**src/rtl/flappy_game_ctrl.sv**
```systemverilog
// flappy_game_ctrl: top-level game sequencer for the Flappy Bird design.
// Owns the IDLE/PLAY/PAUSE/LOST state, gates the physics datapath
// (reset, tick enable, flap strobe) and keeps the current and high scores.
// Optional feature macro: FLAPPY_AUTO_RESTART_EN (LOST returns to IDLE by
// itself once the hold time expires; flaps in LOST are ignored).
module flappy_game_ctrl #(
  parameter int SCORE_W         = 10,
  parameter int SCORE_MAX       = 999,
  parameter int LOST_HOLD_TICKS = 100,
  parameter int HOLD_W          = 7
) (
  input  logic               clk,
  input  logic               clr,
  input  logic               tick,
  input  logic               flap_btn,
  input  logic               paused,
  input  logic               collide,
  input  logic               pass_pulse,
  output logic [1:0]         game_state,
  output logic               game_rst,
  output logic               game_en,
  output logic               flap_out,
  output logic               lost,
  output logic [SCORE_W-1:0] current_score,
  output logic [SCORE_W-1:0] highest_score
);

  typedef enum logic [1:0] {
    ST_IDLE  = 2'd0,
    ST_PLAY  = 2'd1,
    ST_PAUSE = 2'd2,
    ST_LOST  = 2'd3
  } state_t;

  localparam logic [SCORE_W-1:0] LP_SCORE_MAX = SCORE_W'(SCORE_MAX);
  localparam logic [HOLD_W-1:0]  LP_HOLD_MAX  = HOLD_W'(LOST_HOLD_TICKS);

  state_t              r_state;
  logic [SCORE_W-1:0]  r_cur_score;
  logic [SCORE_W-1:0]  r_high_score;
  logic [HOLD_W-1:0]   r_hold;
  logic                r_game_rst;
  logic                r_game_en;
  logic                r_flap_out;
  logic                r_lost;

  logic                r_flap_s1, r_flap_s2, r_flap_prev, r_flap_rise;
  logic                r_pause_s1, r_pause_s2;

  // Synchronize the asynchronous pushbutton and switch, then register the
  // flap rising edge so pin-to-rise latency is three clocks.
  // NOTE: two flops in series give the first one a full cycle to resolve
  // metastability before anything downstream looks at the value.
  always_ff @(posedge clk) begin
    if (clr) begin
      r_flap_s1   <= 1'b0;
      r_flap_s2   <= 1'b0;
      r_flap_prev <= 1'b0;
      r_flap_rise <= 1'b0;
      r_pause_s1  <= 1'b0;
      r_pause_s2  <= 1'b0;
    end else begin
      r_flap_s1   <= flap_btn;
      r_flap_s2   <= r_flap_s1;
      r_flap_prev <= r_flap_s2;
      r_flap_rise <= r_flap_s2 & ~r_flap_prev;
      r_pause_s1  <= paused;
      r_pause_s2  <= r_pause_s1;
    end
  end

  // Game FSM with registered datapath controls and score keeping.
  // NOTE: non-blocking assignments only, so every register here samples the
  // pre-edge values of the others regardless of statement order.
  always_ff @(posedge clk) begin
    if (clr) begin
      r_state      <= ST_IDLE;
      r_cur_score  <= '0;
      r_high_score <= '0;
      r_hold       <= '0;
      r_game_rst   <= 1'b1;
      r_game_en    <= 1'b0;
      r_flap_out   <= 1'b0;
      r_lost       <= 1'b0;
    end else begin
      case (r_state)
        ST_IDLE: begin
          r_game_en <= 1'b0;
          r_lost    <= 1'b0;
          if (r_flap_rise) begin
            // The flap that starts the run is also the bird's first flap.
            r_state     <= ST_PLAY;
            r_cur_score <= '0;
            r_flap_out  <= 1'b1;
            r_game_rst  <= 1'b0;
          end else begin
            r_flap_out <= 1'b0;
            r_game_rst <= 1'b1;
          end
        end

        ST_PLAY: begin
          r_game_rst <= 1'b0;
          if (collide) begin
            // Collision wins over a same-cycle pass; the high score compares
            // against the score as it stood before this cycle.
            r_state    <= ST_LOST;
            r_lost     <= 1'b1;
            r_game_en  <= 1'b0;
            r_flap_out <= 1'b0;
            r_hold     <= '0;
            if (r_cur_score > r_high_score) r_high_score <= r_cur_score;
          end else if (r_pause_s2) begin
            r_state    <= ST_PAUSE;
            r_game_en  <= 1'b0;
            r_flap_out <= 1'b0;
          end else begin
            r_game_en  <= tick;
            r_flap_out <= r_flap_rise;
            if (pass_pulse && (r_cur_score != LP_SCORE_MAX))
              r_cur_score <= r_cur_score + 1'b1;
          end
        end

        ST_PAUSE: begin
          // Datapath frozen; flaps, passes and collisions are dropped.
          r_game_rst <= 1'b0;
          r_game_en  <= 1'b0;
          r_flap_out <= 1'b0;
          if (!r_pause_s2) r_state <= ST_PLAY;
        end

        ST_LOST: begin
          r_game_rst <= 1'b0;
          r_game_en  <= 1'b0;
          r_flap_out <= 1'b0;
`ifdef FLAPPY_AUTO_RESTART_EN
          if (tick && (r_hold == LP_HOLD_MAX - 1'b1)) begin
            r_state    <= ST_IDLE;
            r_hold     <= '0;
            r_lost     <= 1'b0;
            r_game_rst <= 1'b1;
          end else if (tick && (r_hold != LP_HOLD_MAX)) begin
            r_hold <= r_hold + 1'b1;
          end
`else
          if (r_flap_rise && (r_hold == LP_HOLD_MAX)) begin
            r_state    <= ST_IDLE;
            r_hold     <= '0;
            r_lost     <= 1'b0;
            r_game_rst <= 1'b1;
          end else if (tick && (r_hold != LP_HOLD_MAX)) begin
            r_hold <= r_hold + 1'b1;
          end
`endif
        end

        default: r_state <= ST_IDLE;
      endcase
    end
  end

  assign game_state    = r_state;
  assign game_rst      = r_game_rst;
  assign game_en       = r_game_en;
  assign flap_out      = r_flap_out;
  assign lost          = r_lost;
  assign current_score = r_cur_score;
  assign highest_score = r_high_score;

endmodule

```
**config.mk**
```make
export PLATFORM = sky130hd
export DESIGN_NAME = flappy_game_ctrl
export DESIGN_NICKNAME = d
export VERILOG_FILES = /design/src/rtl/flappy_game_ctrl.sv
export SDC_FILE = /design/constraint.sdc
export NUM_CORES = 1
export LEC_CHECK = 0
export ABC_AREA = 1
export CORE_AREA = 4 4 73 75
export DETAILED_ROUTE_END_ITERATION = 8
export DIE_AREA = 0 0 77 79
export PLACE_DENSITY_LB_ADDON = 0.2
export SKIP_CTS_REPAIR_TIMING = 1
export SLEW_MARGIN = 20
export SYNTH_ARGS = -nofsm -noshare
export SYNTH_HDL_FRONTEND = slang
export SYNTH_SLANG_ARGS = --single-unit
```
**constraint.sdc**
```tcl
create_clock -name clk -period 2.1 [get_ports clk]
set_clock_uncertainty 0.1 [all_clocks]
set_input_delay 0.63 -clock clk [delete_from_list [all_inputs] [get_ports clk]]
set_output_delay 0.63 -clock clk [all_outputs]
set_load 0.01 [all_outputs]
```
==> impl_results.md <==
- Die ar.: 6080 um^2
- Worst hold path type: register to register
- Crit-path max FO: 5
- H-tree depth: 2
- Crit path launch type: register
- Pin count of the biggest net entering global routing: 20
- Clk buf depth: 2
- Hold violation count in the final report: 0
- Max-slew violation count: 0
- Die Y-Extent: 79 um
- Tcrit/Tclk final: 0.962
- Slew margin rel.: 0.814
- Core Region: 4660 um^2
- Crit path largest cell delay: 0.58 ns
- RSZ-0062 raised after global routing: no
- Crit-path leading delay family: buffers and inverters
- Synth Instances: 355
- Switch Pwr: around 420 uW
- Placement Setup Slack: 0.0212 ns
- ANT nets after route: 0
- DIE WIDTH: 77 um
- Critical path, cell by cell: clkdlybuf4s50_1
- Fmax: approximately 500 MHz
- Total power: 1590 uW
- # rows: 25
- Nets: around 420
- Clock sink total: 39
- Effective utilization at floorplan: 0.494
- Internal Power: 1170 uW
- Synth Warn #: 0
- Initial DRC count: around 190
- Area growth syn-to-layout: 25.5%
- Synthesized Nets: 375
- Status: finished, final reports clean
- Crit path DAT: 1.29 ns
- Netlist cell types: 33
- GRT Resource Usage Total: 0.190
- Vias per std cell: 5.00
- Slew @ Worst Pin: 0.278 ns
- Final worst setup slack: between 0.08 and 0.09 ns
- Maximum vdd drop: between 0.4 and 0.5 mV
- Num CTS Buffers: 5
- CP endpoint kind: output pin
- Total grt overflow: 0
- Final Util: 0.620
- Top Metal Used: met4
- Clk pwr share: 0.349
- 1st-pass router iterations: 4
- Root Buffer: clkbuf_8
- DR vias: 2265
- Met1 wire length: about 2400 um
- # setup viols final: 0
- Sequential share of the synthesized area: 0.339
- Sequential Power Share: 0.492
- Worst-Skew Late Latency: 0.29 ns
- Gpl congestion: 0.832
- Drt total wl: 5260 um
- P_leak: 0.00123 uW
- First-pass GRT wire length: between 9000 and 10000 um
- FF+latch count, synth: 39
- Routed met2 length: 2410 um
- CTS clk-pin slew, worst paths: 0.07 ns
- Vias in the first global route: 2153
- Pwr Density: around 550 nW/um^2
- Total of max-cap violations: 0
- Antenna Cells: 0
- Filler Cell Count: between 400 and 500
- Tmin final: 2.02 ns
- Setup_tns: 0 ns
- Syn avg cell area: 6.49 um^2
- Worst hold path stage count: 1
- Critical Path RT: between 1 and 1.5 ns
- I/O Pins: 33
- Switching part of the total: 0.265
- Worst path bufs/invs: 1
- Final std cells w/o fill: 453
- Slowest-stage cell, CP: clkdlybuf4s50_1
- Met3 WL: 253 um
- Remaining DRCs: 0
- R2R cell count: 10
- Share of layout cells above drive strength 1: 0.123
- CP Class: register to output pin
- I/O Buffers: 32
- Mapped Area: 2300 um^2
- DR WL/cell: 11.6 um
- Total stage count of the critical path: 1
- CTS tree: built
- Initial antenna violation count: 0
- DP HPWL: 4060 um
- Placed cells: between 400 and 500
- Combinational Power Share: 0.160
## Yosys cell counts
library cell | count | area, um^2
buf_4 | 1 | 7.51
a21oi_2 | 2 | 17.5
buf_6 | 1 | 11.3
nand3b_1 | 2 | 15.0
nor3_1 | 2 | 10.0
nand3_2 | 1 | 10.0
nor2_4 | 2 | 22.5
buf_1 | 1 | 3.75
inv_4 | 1 | 6.26
nand2_4 | 1 | 11.3
inv_1 | 44 | 165
nor3b_1 | 2 | 15.0
o21ai_0 | 2 | 10.0
nand2_2 | 1 | 6.26
nand4_1 | 3 | 18.8
o21ai_1 | 1 | 5.00
inv_2 | 7 | 26.3
dfxtp_1 | 39 | 781
a21oi_4 | 1 | 16.3
nand3_4 | 1 | 17.5
o211ai_1 | 1 | 7.51
buf_2 | 2 | 10.0
nor2_2 | 2 | 12.5
clkinv_1 | 2 | 7.51
clkbuf_1 | 4 | 15.0
nor2_1 | 59 | 221
nand2_1 | 85 | 319
nand4_2 | 1 | 12.5
a21o_1 | 1 | 7.51
ha_1 | 13 | 163
nand3_1 | 44 | 220
a21oi_1 | 25 | 125
o21bai_1 | 1 | 7.51
## state kept, by name (all words and copies together), names as in the netlist
register / flops
flap_out: 1
r_pause_s1: 1
r_flap_rise: 1
game_en: 1
current_score: 10
lost: 1
game_state: 2
highest_score: 10
game_rst: 1
r_flap_s2: 1
r_pause_s2: 1
r_hold: 7
r_flap_prev: 1
r_flap_s1: 1
## worst register-to-register path, cell delays in order, from the launching register on
cell and delay, ns:
dfxtp_1 0.37, inv_1 0.06, ha_1 0.29, nand2_1 0.07, nor2_1 0.17, nand4_1 0.13
nand2_1 0.09, inv_2 0.06, buf_12 0.14, a21oi_1 0.12, nor2_1 0.06
## routing by layer
metal,global-route usage,vias to the layer above
li1,-,1199
met1,0.228,999
met2,0.331,54
met3,0.0329,13
met4,0.0872,0
met5,0,-
## power groups by stage
stage	combinational [uW]	sequential, uW	clock [uW]
2_1_floorplan	156	800	0
5_1_grt	288	785	606
6_report	255	782	555
3_3_place_gp	251	799	0
4_1_cts	256	781	572
3_5_place_dp	256	798	0
## layout by cell type (no fill, tap or decap), types with 2 or more instances in the layout
cell / netlist / final
clkinv_1: 2 / 2
nand3b_1: 2 / 2
nand3_1: 44 / 44
nor3_1: 2 / 2
nor3b_1: 2 / 2
nand2_1: 85 / 85
o21ai_0: 2 / 2
nor2_4: 2 / 2
clkdlybuf4s50_1: 0 / 32
nand4_1: 3 / 3
clkbuf_8: 0 / 7
nor2_2: 2 / 2
dfxtp_2: 0 / 9
buf_12: 0 / 3
buf_4: 1 / 10
a21oi_2: 2 / 2
nor2_1: 59 / 59
dfxtp_1: 39 / 30
ha_1: 13 / 13
inv_2: 7 / 7
a21oi_1: 25 / 25
inv_1: 44 / 44
## layout make-up
type,count,area [um^2],share of cell area
tap,54,67.6,0.0234
clock buffer,8,100,0.0346
sequential,39,792,0.274
inverter,54,205,0.0710
timing repair buffer,45,455,0.158
multi-input combinational,253,1270,0.440
## worst paths after layout
path / from / to / slack [ns]
worst min-delay path: r_flap_prev$_SDFF_PP0_ / r_flap_rise$_SDFF_PP0_ / 0.30
worst max register to register: highest_score[9]$_SDFFE_PP0P_ / highest_score[4]$_SDFFE_PP0P_ / 0.35
worst max-delay path: game_state[0]$_SDFFE_PP0P_ / game_state[0] / 0.08
worst min register to register: r_flap_prev$_SDFF_PP0_ / r_flap_rise$_SDFF_PP0_ / 0.30
## logic make-up after synthesis
| kind of cell | after synthesis | share of synthesized area |
|---|---|---|
| adders and majority gates | 13 | 0.0706 |
| and+or+nand+nor | 206 | 0.396 |
| DFF | 39 | 0.339 |
| AOI/OAI and AO/OA | 34 | 0.0852 |
| buffers and inverters | 63 | 0.110 |
## stage by stage
step	hold slack (ns)	area, um^2
global placement	0.281	2780
floorplan	0.274	2300
finish	0.295	2890
CTS	0.297	2880
detailed placement	0.287	2780
global route	0.313	2890
No activity file was read; power rests on OpenSTA's default activity.
